`src/rtl/rlbp_code_capture.sv`:
```
// rlbp_code_capture: captures the comparator bits of each RLBP frame into an
// LBP code word, buffers the words in a FIFO and exposes them on a Wishbone
// slave port with a level interrupt.
// Optional build macro: RLBP_POPCOUNT_EN (adds popcount/uniform field [23:16]).
//
// state    | meaning
// ---------+-----------------------------------------------------------
// S_IDLE   | waiting for frame_start_i
// S_ARMED  | frame open, waiting for the next cmp_strobe_i
// S_SETTLE | counting down the comparator settle time
// S_SAMPLE | shift the synchronized comparator bit into the code
// S_PUSH   | write the completed code word into the FIFO
module rlbp_code_capture #(
  parameter int          NUM_PD        = 12,
  parameter int          FIFO_DEPTH    = 8,
  parameter int          SETTLE_CYCLES = 4,
  parameter logic [31:0] BASE_ADDR     = 32'h3000_0100
) (
  input  logic        wb_clk_i,
  input  logic        wb_rst_i,
  input  logic        cmp_i,
  input  logic        cmp_strobe_i,
  input  logic        frame_start_i,
  input  logic        wbs_cyc_i,
  input  logic        wbs_stb_i,
  input  logic        wbs_we_i,
  input  logic [3:0]  wbs_sel_i,
  input  logic [31:0] wbs_adr_i,
  input  logic [31:0] wbs_dat_i,
  output logic        wbs_ack_o,
  output logic [31:0] wbs_dat_o,
  output logic        irq_o
);

  localparam int AW = $clog2(FIFO_DEPTH);

  typedef enum logic [2:0] {
    S_IDLE, S_ARMED, S_SETTLE, S_SAMPLE, S_PUSH
  } state_t;

  state_t              state_q, state_d;
  logic [7:0]          cnt_q, cnt_d;
  logic [NUM_PD-1:0]   shift_q, shift_d;
  logic [4:0]          bits_q, bits_d;
  logic [7:0]          seq_q, seq_d;
  logic [AW:0]         wr_ptr_q, wr_ptr_d, rd_ptr_q, rd_ptr_d;
  logic                ovf_q, ovf_d;
  logic                irq_en_q, irq_en_d;
  logic                ack_q, ack_d;
  logic [31:0]         dat_q, dat_d;
  logic                irq_q, irq_d;
  logic                cmp_s1_q, cmp_s1_d, cmp_s2_q, cmp_s2_d;
  logic [7:0]          field_q, field_d;

  logic [31:0]         mem_q [FIFO_DEPTH];
  logic [31:0]         wdata, head, rdata;
  logic [AW:0]         level;
  logic [4:0]          level5;
  logic                empty, full, busy;
  logic                hit, req, pop, ctrl_wr, push_req, push, ovf_set;
  logic [1:0]          reg_sel;
  logic                unused_bits;

  assign unused_bits = ^{wbs_sel_i[3:1], wbs_dat_i[31:2], wbs_adr_i[1:0]};

`ifdef RLBP_POPCOUNT_EN
  // Popcount in [4:0], uniform flag (<=2 circular transitions) in [7].
  function automatic logic [7:0] lbp_field(input logic [NUM_PD-1:0] c);
    logic [4:0] ones;
    logic [4:0] trans;
    ones  = '0;
    trans = '0;
    for (int i = 0; i < NUM_PD; i++) begin
      ones  = ones + 5'(c[i]);
      trans = trans + 5'(c[i] ^ c[(i + 1) % NUM_PD]);
    end
    return {(trans <= 5'd2), 2'b00, ones};
  endfunction
`endif

  // FIFO status and bus decode.
  always_comb begin
    empty   = (wr_ptr_q == rd_ptr_q);
    full    = (wr_ptr_q[AW] != rd_ptr_q[AW]) &&
              (wr_ptr_q[AW-1:0] == rd_ptr_q[AW-1:0]);
    level   = wr_ptr_q - rd_ptr_q;
    level5  = 5'(level);
    busy    = (state_q != S_IDLE);
    hit     = (wbs_adr_i[31:4] == BASE_ADDR[31:4]);
    req     = wbs_cyc_i & wbs_stb_i & hit & ~ack_q;
    reg_sel = wbs_adr_i[3:2];
    pop     = req & ~wbs_we_i & (reg_sel == 2'd0) & ~empty;
    ctrl_wr = req & wbs_we_i & (reg_sel == 2'd2) & wbs_sel_i[0];
    head    = mem_q[rd_ptr_q[AW-1:0]];
    wdata   = {seq_q, field_q, 16'(shift_q)};
  end

  // Capture FSM: next state, shift register, bit count and push request.
  always_comb begin
    state_d  = state_q;
    cnt_d    = cnt_q;
    shift_d  = shift_q;
    bits_d   = bits_q;
    push_req = 1'b0;
    if (frame_start_i) begin
      shift_d = '0;
      bits_d  = '0;
      state_d = S_ARMED;
    end else begin
      case (state_q)
        S_IDLE: ;
        S_ARMED: begin
          if (cmp_strobe_i) begin
            cnt_d   = 8'(SETTLE_CYCLES - 1);
            state_d = S_SETTLE;
          end
        end
        S_SETTLE: begin
          if (cnt_q == 8'd0) state_d = S_SAMPLE;
          else               cnt_d   = cnt_q - 8'd1;
        end
        S_SAMPLE: begin
          shift_d = {shift_q[NUM_PD-2:0], cmp_s2_q};
          bits_d  = bits_q + 5'd1;
          state_d = (bits_d == 5'(NUM_PD)) ? S_PUSH : S_ARMED;
        end
        S_PUSH: begin
          push_req = 1'b1;
          state_d  = S_IDLE;
        end
        default: state_d = S_IDLE;
      endcase
    end
  end

  // FIFO pointers, sequence counter, overflow and control register.
  always_comb begin
    push     = push_req & (~full | pop);
    ovf_set  = push_req & full & ~pop;
    wr_ptr_d = push ? wr_ptr_q + 1'b1 : wr_ptr_q;
    rd_ptr_d = pop  ? rd_ptr_q + 1'b1 : rd_ptr_q;
    seq_d    = push_req ? seq_q + 8'd1 : seq_q;
    irq_en_d = ctrl_wr ? wbs_dat_i[0] : irq_en_q;
    ovf_d    = ovf_q;
    if (ctrl_wr && wbs_dat_i[1]) ovf_d = 1'b0;
    if (ovf_set)                 ovf_d = 1'b1;
    cmp_s1_d = cmp_i;
    cmp_s2_d = cmp_s1_q;
`ifdef RLBP_POPCOUNT_EN
    field_d  = (state_q == S_SAMPLE) ? lbp_field(shift_d) : field_q;
`else
    field_d  = 8'h00;
`endif
  end

  // Register read mux, registered ack/data and interrupt.
  always_comb begin
    case (reg_sel)
      2'd0:    rdata = empty ? 32'd0 : head;
      2'd1:    rdata = {20'd0, busy, ovf_q, full, empty, 3'd0, level5};
      2'd2:    rdata = {31'd0, irq_en_q};
      default: rdata = 32'd0;
    endcase
    ack_d = req;
    dat_d = (req && !wbs_we_i) ? rdata : 32'd0;
    irq_d = irq_en_q & (~empty | ovf_q);
  end

  // State registers.
  always_ff @(posedge wb_clk_i or posedge wb_rst_i) begin
    if (wb_rst_i) begin
      state_q  <= S_IDLE;
      cnt_q    <= '0;
      shift_q  <= '0;
      bits_q   <= '0;
      seq_q    <= '0;
      wr_ptr_q <= '0;
      rd_ptr_q <= '0;
      ovf_q    <= 1'b0;
      irq_en_q <= 1'b0;
      ack_q    <= 1'b0;
      dat_q    <= '0;
      irq_q    <= 1'b0;
      cmp_s1_q <= 1'b0;
      cmp_s2_q <= 1'b0;
      field_q  <= '0;
    end else begin
      state_q  <= state_d;
      cnt_q    <= cnt_d;
      shift_q  <= shift_d;
      bits_q   <= bits_d;
      seq_q    <= seq_d;
      wr_ptr_q <= wr_ptr_d;
      rd_ptr_q <= rd_ptr_d;
      ovf_q    <= ovf_d;
      irq_en_q <= irq_en_d;
      ack_q    <= ack_d;
      dat_q    <= dat_d;
      irq_q    <= irq_d;
      cmp_s1_q <= cmp_s1_d;
      cmp_s2_q <= cmp_s2_d;
      field_q  <= field_d;
    end
  end

  // FIFO storage; contents are qualified by the pointers so need no reset.
  always_ff @(posedge wb_clk_i) begin
    if (push) mem_q[wr_ptr_q[AW-1:0]] <= wdata;
  end

  assign wbs_ack_o = ack_q;
  assign wbs_dat_o = dat_q;
  assign irq_o     = irq_q;

endmodule
```
`config.mk`:
```
export PLATFORM = sky130hd
export DESIGN_NAME = rlbp_code_capture
export DESIGN_NICKNAME = d
export VERILOG_FILES = /design/src/rtl/rlbp_code_capture.sv
export SDC_FILE = /design/constraint.sdc
export NUM_CORES = 1
export LEC_CHECK = 0
export CAP_MARGIN = 5
export CELL_PAD_IN_SITES_DETAIL_PLACEMENT = 1
export CELL_PAD_IN_SITES_GLOBAL_PLACEMENT = 2
export CORE_MARGIN = 2
export CORE_UTILIZATION = 42
export CTS_BUF_LIST = sky130_fd_sc_hd__clkbuf_8
export DETAILED_ROUTE_END_ITERATION = 12
export GPL_ROUTABILITY_DRIVEN = 0
export PLACE_DENSITY = 0.8
export REMOVE_ABC_BUFFERS = 1
export SLEW_MARGIN = 20
export SYNTH_ARGS = -nofsm -noshare
export SYNTH_HDL_FRONTEND = slang
export SYNTH_SLANG_ARGS = --single-unit
```
`constraint.sdc`:
```
create_clock -name wb_clk_i -period 6.2 [get_ports wb_clk_i]
set_clock_uncertainty 0.05 [all_clocks]
set_input_delay 0.62 -clock wb_clk_i [delete_from_list [all_inputs] [get_ports wb_clk_i]]
set_output_delay 0.62 -clock wb_clk_i [all_outputs]
set_load 0.01 [all_outputs]
```
==> results of run 1 <==
[metrics by stage]
stage          worst slack [ns]  instances  area, um2
6_report                   2.42        965      10900
4_1_cts                    2.34        965      10900
5_1_grt                    2.18        965      10900
3_3_place_gp               2.39        896      10200
3_5_place_dp               2.35        896      10200
2_1_floorplan             0.736        542       9090
[cell usage after synthesis, types with 7 or more instances]
cell and number:
dfrtp_1 70, nor2_1 24, mux2i_1 8, clkbuf_1 17, inv_1 12, nand4_1 7, mux4_2 40, nor4_1 11
edfxtp_1 160, buf_4 12, a21oi_1 30, xor2_1 12, ha_1 9, nand2_1 61, nand3_1 8, xnor2_1 12
[cells by family after synthesis]
logic type,synth area share
muxes,0.110
other,0.000406
DFF,0.709
xor gates and xnor gates,0.0245
AOI/OAI and AO/OA,0.0399
and+or+nand+nor,0.0759
adders and majority gates,0.0143
buffers and inverters,0.0260
[state kept, by name (all words and copies together), names as in the netlist]
name and count:
seq_q 8, ovf_q 1, cmp_s1_q 1, wbs_ack_o 1, wr_ptr_q 4, cnt_q 8, wbs_dat_o 20, state_q 3
cmp_s2_q 1, irq_en_q 1, rd_ptr_q 4, bits_q 5, mem_q 160, shift_q 12, irq_o 1
[worst min-delay path by stage]
stage / cells after the start / end / slack [ns] / from
3_3_place_gp: 0 / cmp_s2_q / 0.29 / cmp_s1_q
2_1_floorplan: 0 / cmp_s2_q / 0.28 / cmp_s1_q
4_1_cts: 0 / cmp_s2_q / 0.32 / cmp_s1_q
3_5_place_dp: 0 / cmp_s2_q / 0.29 / cmp_s1_q
5_1_grt: 0 / cmp_s2_q / 0.32 / cmp_s1_q
6_report: 0 / cmp_s2_q / 0.32 / cmp_s1_q
[per-layer routing]
layer,global-route usage,vias up
met5,0,-
met4,0.0587,0
met3,0.0287,26
met2,0.308,78
met1,0.214,2620
li1,-,2302
[worst max-delay path: stages, from the launching register on]
cell and delay, ns:
dfrtp_1 0.79, inv_1 0.10, buf_4 0.28, ha_1 0.36, nand3_1 0.15, o21ai_2 0.16
or4_1 0.84, a211oi_4 0.32, buf_4 0.37
[cell type report]
class | instances | area (um2)
fill | 2088 | 10800
sequential | 230 | 6560
multi-input combinational | 299 | 2530
timing repair buffer | 74 | 711
clock buffer | 41 | 564
tap | 280 | 350
clock inverter | 28 | 170
inverter | 13 | 48.8
[report_power, final]
| part | internal [mW] | total [mW] | switching [mW] | leakage (nW) |
|---|---|---|---|---|
| sequential | 1.65 | 1.67 | 0.0226 | 2.44 |
| clock | 0.695 | 1.27 | 0.571 | 0.444 |
| combinational | 0.0540 | 0.120 | 0.0657 | 1.23 |
==> impl_metrics.csv, run 1 <==
group,metric,value,unit
logic_synthesis,synth_top_area_share,0.520,
finish,postLayoutCoreUtil,0.504,
logic_synthesis,syn_area_per_cell,16.3,um2
finish,drive_gt1_frac,0.171,
pwr,ir_drop,0.000149,V
setup_path,cp.required,6.31,ns
route,wl_met1,8120,um
setup_path,end_kind,"register",
grt,grt_pass1_wl,31200,um
setup_path,r2r_start,"rd_ptr_q[2]",
logic_synthesis,synth_top_area_cell,"edfxtp_1",
logic_synthesis,ys_seq_area_frac,0.709,
timing,maxSlewHeadroom,0.359,
flow_run,maxCapViolations,0,
floorplan,die_w,152,um
clock_network,cts.reportedPaths.clkPinSlew,0.06,ns
setup_path,path_class,"reg2reg",
timing,rsz0062_at_grt,"no",
setup_path,crit_path_start,"rd_ptr_q[2]",
grt,overflow,0,
timing,fmax,0.265,GHz
grt,grt_max_degree,71,
setup_path,crit_arrival,3.89,ns
setup_path,r2r_setup_slack,2.42,ns
finish,layout_common_cells,"160 x edfxtp_1, 69 x dfrtp_1, 62 x clkdlybuf4s50_1",
grt,groute.usage.overall,0.173,
logic_synthesis,synthFlopType,"edfxtp_1",
worst_hold_path,hold_path_class,"reg2reg",
placement,hpwl,11800,um
clock_network,cts_tree,"yes",
logic_synthesis,netlist_area,9250,um2
floorplan,dieArea,23200,um2
route,met3_length,596,um
timing,worstMarginPinSlew,0.961,ns
finish,n_antenna_cell,0,
route,dr_wl_met2,10500,um
route,first_pass_iters,4,
grt,grt_pass1_vias,5612,
clock_network,cts_htree_levels,2,
grt,antenna_found_initial,0,
setup_path,startpoint_type,"register",
clock_network,cts_buffer_depth,3,
timing,layout_min_cycle_time,3.78,ns
placement,port_buffers,62,
floorplan,die_h,152,um
logic_synthesis,yosysWarnings,0,
timing,setup_viol,0,
finish,syn_to_final_growth,18.2,%
clock_network,cts_hold_buf,0,
timing,slew_viol_final,0,
route,wl_per_cell,20.2,um
logic_synthesis,async_flop_share,0.304,
logic_synthesis,yosys-top-cells-area,"edfxtp_1 52%, dfrtp_1 19%, mux4_2 9.7%",
setup_path,reg2regPathDepth,8,
clock_network,cts-root-buf,"clkbuf_8",
timing,fin_crit_sh,0.610,
finish,fin_nets,742,
timing,finalHoldViolCount,0,
setup_path,critPathMaxFanout,21,
floorplan,ios,110,
pwr,powerDensity,280,nW/um2
clock_network,clock_sinks,230,
timing,hold_slack,0.316,ns
floorplan,start_util,0.426,
floorplan,fp-row-count,54,
logic_synthesis,synth_cell_types,54,
logic_synthesis,synthCells,568,
clock_network,cts_resized,0,
route,routed_via_density,5.21,
clock_network,clock_latency,0.51,ns
floorplan,coreArea,21700,um2
route,drt.antenna.violating_nets,0,
route,routed.top_layer,"met4",
route,totalWireLength,19500,um
pwr,power.leakage,4.11,nW
clock_network,postCtsSetupBuffers,0,
timing,tns,0,ns
logic_synthesis,synth_edf_count,160,
route,drt_iter0_drc,199,
finish,final_common_cell,"edfxtp_1",
clock_network,cts_made_buffers,38,
route,dr_total_vias,5026,
setup_path,r2r-end,"mem_q[7][11]",
setup_path,crit_end,"mem_q[7][11]",
logic_synthesis,ys_ff_latch,230,
run_status,status,"completed",
route,drc_errors,0,
pwr,p_total,3.06,mW
Note: power is estimated with default switching activity, not from simulation.
==> run 2: changes to the inputs <==
Settings changed: CORE_UTILIZATION 42 to 38, PLACE_DENSITY 0.8 to 0.76.
Clock period 6.2 ns to 3.1 ns, I/O delays scaled along.
==> run 2 against run 1 <==
Effect of this change: non-clock buffer count rose by 16; worst setup slack worse by 2.0 ns; core utilization down 4.3 points; clock power up 97%; worst hold slack worse by 0.13 ns; combinational power is 110% higher; largest power group unchanged.
==> impl_metrics.csv, run 2 (synthesized netlist as in run 1, its figures left out) <==
group,metric,value,unit
setup_path,critPathTopFamily,"buffers and inverters",
setup_path,r2r-end,"mem_q[6][11]",
clock_network,cts_resized,0,
clock_network,cts.reportedPaths.clkPinSlew,0.06,ns
setup_path,path_class,"reg2reg",
grt,overflow,0,
route,drt_iter0_drc,326,
setup_path,crit_arrival,2.88,ns
placement,place_area,10400,um2
clock_network,cts-root-buf,"clkbuf_8",
placement,hpwl,12800,um
route,first_pass_iters,4,
setup_path,r2r_start,"wr_ptr_q[0]",
grt,grt_max_degree,44,
floorplan,fp-row-count,57,
clock_network,cts_made_buffers,40,
timing,hold_slack,0.190,ns
finish,largest_register_ffs,160,
setup_path,crit_path_top_delay_cell,"dfrtp_1",
worst_hold_path,hold_path_class,"in2async",
setup_path,crit_path_start,"wr_ptr_q[0]",
clock_network,postCtsSetupBuffers,0,
timing,rsz0062_at_grt,"no",
route,wl_per_cell,19.5,um
pwr,ir_drop,0.000285,V
finish,n_antenna_cell,0,
finish,fin_nets,760,
timing,worstMarginPinSlew,0.873,ns
setup_path,startpoint_type,"register",
floorplan,coreArea,24100,um2
timing,setup_viol,0,
finish,stdcell_area,11100,um2
setup_path,path_cells,"inv_1 > ha_1 > nand3_1 > o21ai_2 > nor4_4 > buf_4 > o211ai_1 > nor2_1 > buf_4",
setup_path,cp_num_buf_inv,3,
setup_path,cp.required,3.25,ns
flow_run,maxCapViolations,0,
grt,antenna_found_initial,0,
floorplan,die_w,160,um
route,totalWireLength,20000,um
setup_path,crit_top_cell,"buf_4",
setup_path,cpPeakStageDelay,0.49,ns
floorplan,die_h,160,um
setup_path,reg2regPathDepth,9,
clock_network,clock_latency,0.52,ns
clock_network,cts_hold_buf,0,
floorplan,ios,110,
grt,grt_pass1_vias,5759,
finish,layout_common_cells,"160 x edfxtp_1, 69 x dfrtp_1, 62 x clkdlybuf4s50_1",
timing,finalHoldViolCount,0,
route,dr_total_vias,5177,
grt,grt_pass1_wl,32300,um
route,drc_errors,0,
finish,final_common_cell,"edfxtp_1",
clock_network,cts_buffer_depth,3,
timing,fmax,0.367,GHz
finish,drive_gt1_frac,0.192,
clock_network,cts_htree_levels,2,
placement,port_buffers,62,
timing,slew_viol_final,0,
route,routed_via_density,5.04,
floorplan,dieArea,25600,um2
timing,maxSlewHeadroom,0.418,
run_status,status,"completed",
pwr,power.leakage,4.20,nW
timing,fin_crit_sh,0.879,
clock_network,cts_tree,"yes",
placement,dp_cells,956,
setup_path,r2r_setup_slack,0.37,ns
setup_path,critPathMaxFanout,12,
floorplan,start_util,0.384,
route,drt.antenna.violating_nets,0,
finish,syn_to_final_growth,20.3,%
grt,groute.usage.overall,0.163,
setup_path,end_kind,"register",
clock_network,clock_sinks,230,
timing,layout_min_cycle_time,2.73,ns
pwr,powerDensity,548,nW/um2
finish,stdcell_count,1027,
-- run 2: worst max-delay path by stage --
stage / slack, ns / depth (start not counted) / endpoint
after floorplan: -2.36 / 6 / mem_q[0][0]
after global placement: 0.32 / 7 / mem_q[3][6]
after detailed placement: 0.24 / 8 / mem_q[5][7]
after CTS: 0.38 / 9 / mem_q[5][5]
after global routing: 0.20 / 9 / mem_q[6][3]
final: 0.37 / 9 / mem_q[6][11]
-- run 2: power by group --
group,total [mW],internal (mW),switching [mW]
Combinational,0.252,0.115,0.137
Sequential,3.34,3.30,0.0420
Clock,2.50,1.35,1.15
-- run 2: through the flow --
| stage | setup TNS [ns] | utilization | setup slack (ns) | total power, mW |
|---|---|---|---|---|
| 6_report | 0 | 0.461 | 0.374 | 6.09 |
| 5_1_grt | 0 | 0.461 | 0.202 | 6.34 |
| 4_1_cts | 0 | 0.461 | 0.381 | 6.17 |
| 3_5_place_dp | 0 | 0.431 | 0.242 | 3.66 |
| 3_3_place_gp | 0 | 0.431 | 0.322 | 3.64 |
| 2_1_floorplan | -302.87 | - | -2.36 | 3.54 |
-- run 2: per-layer routing --
metal / vias to the layer above / part of all wire / track usage
met2: 87 / 0.52 / 0.289
met1: 2700 / 0.41 / 0.201
met4: 0 / 0.024 / 0.0565
met3: 44 / 0.040 / 0.0301
li1: 2346 / - / -
met5: - / 0 / 0
-- run 2: layout make-up --
class / count / area [um2]
clock buffers: 46 / 633
clock inverters: 25 / 98.8
fillers: 2439 / 13000
inverters: 13 / 48.8
multi-input cells: 299 / 2520
flip-flops and latches: 230 / 6560
well taps: 324 / 405
repair buffers: 90 / 856
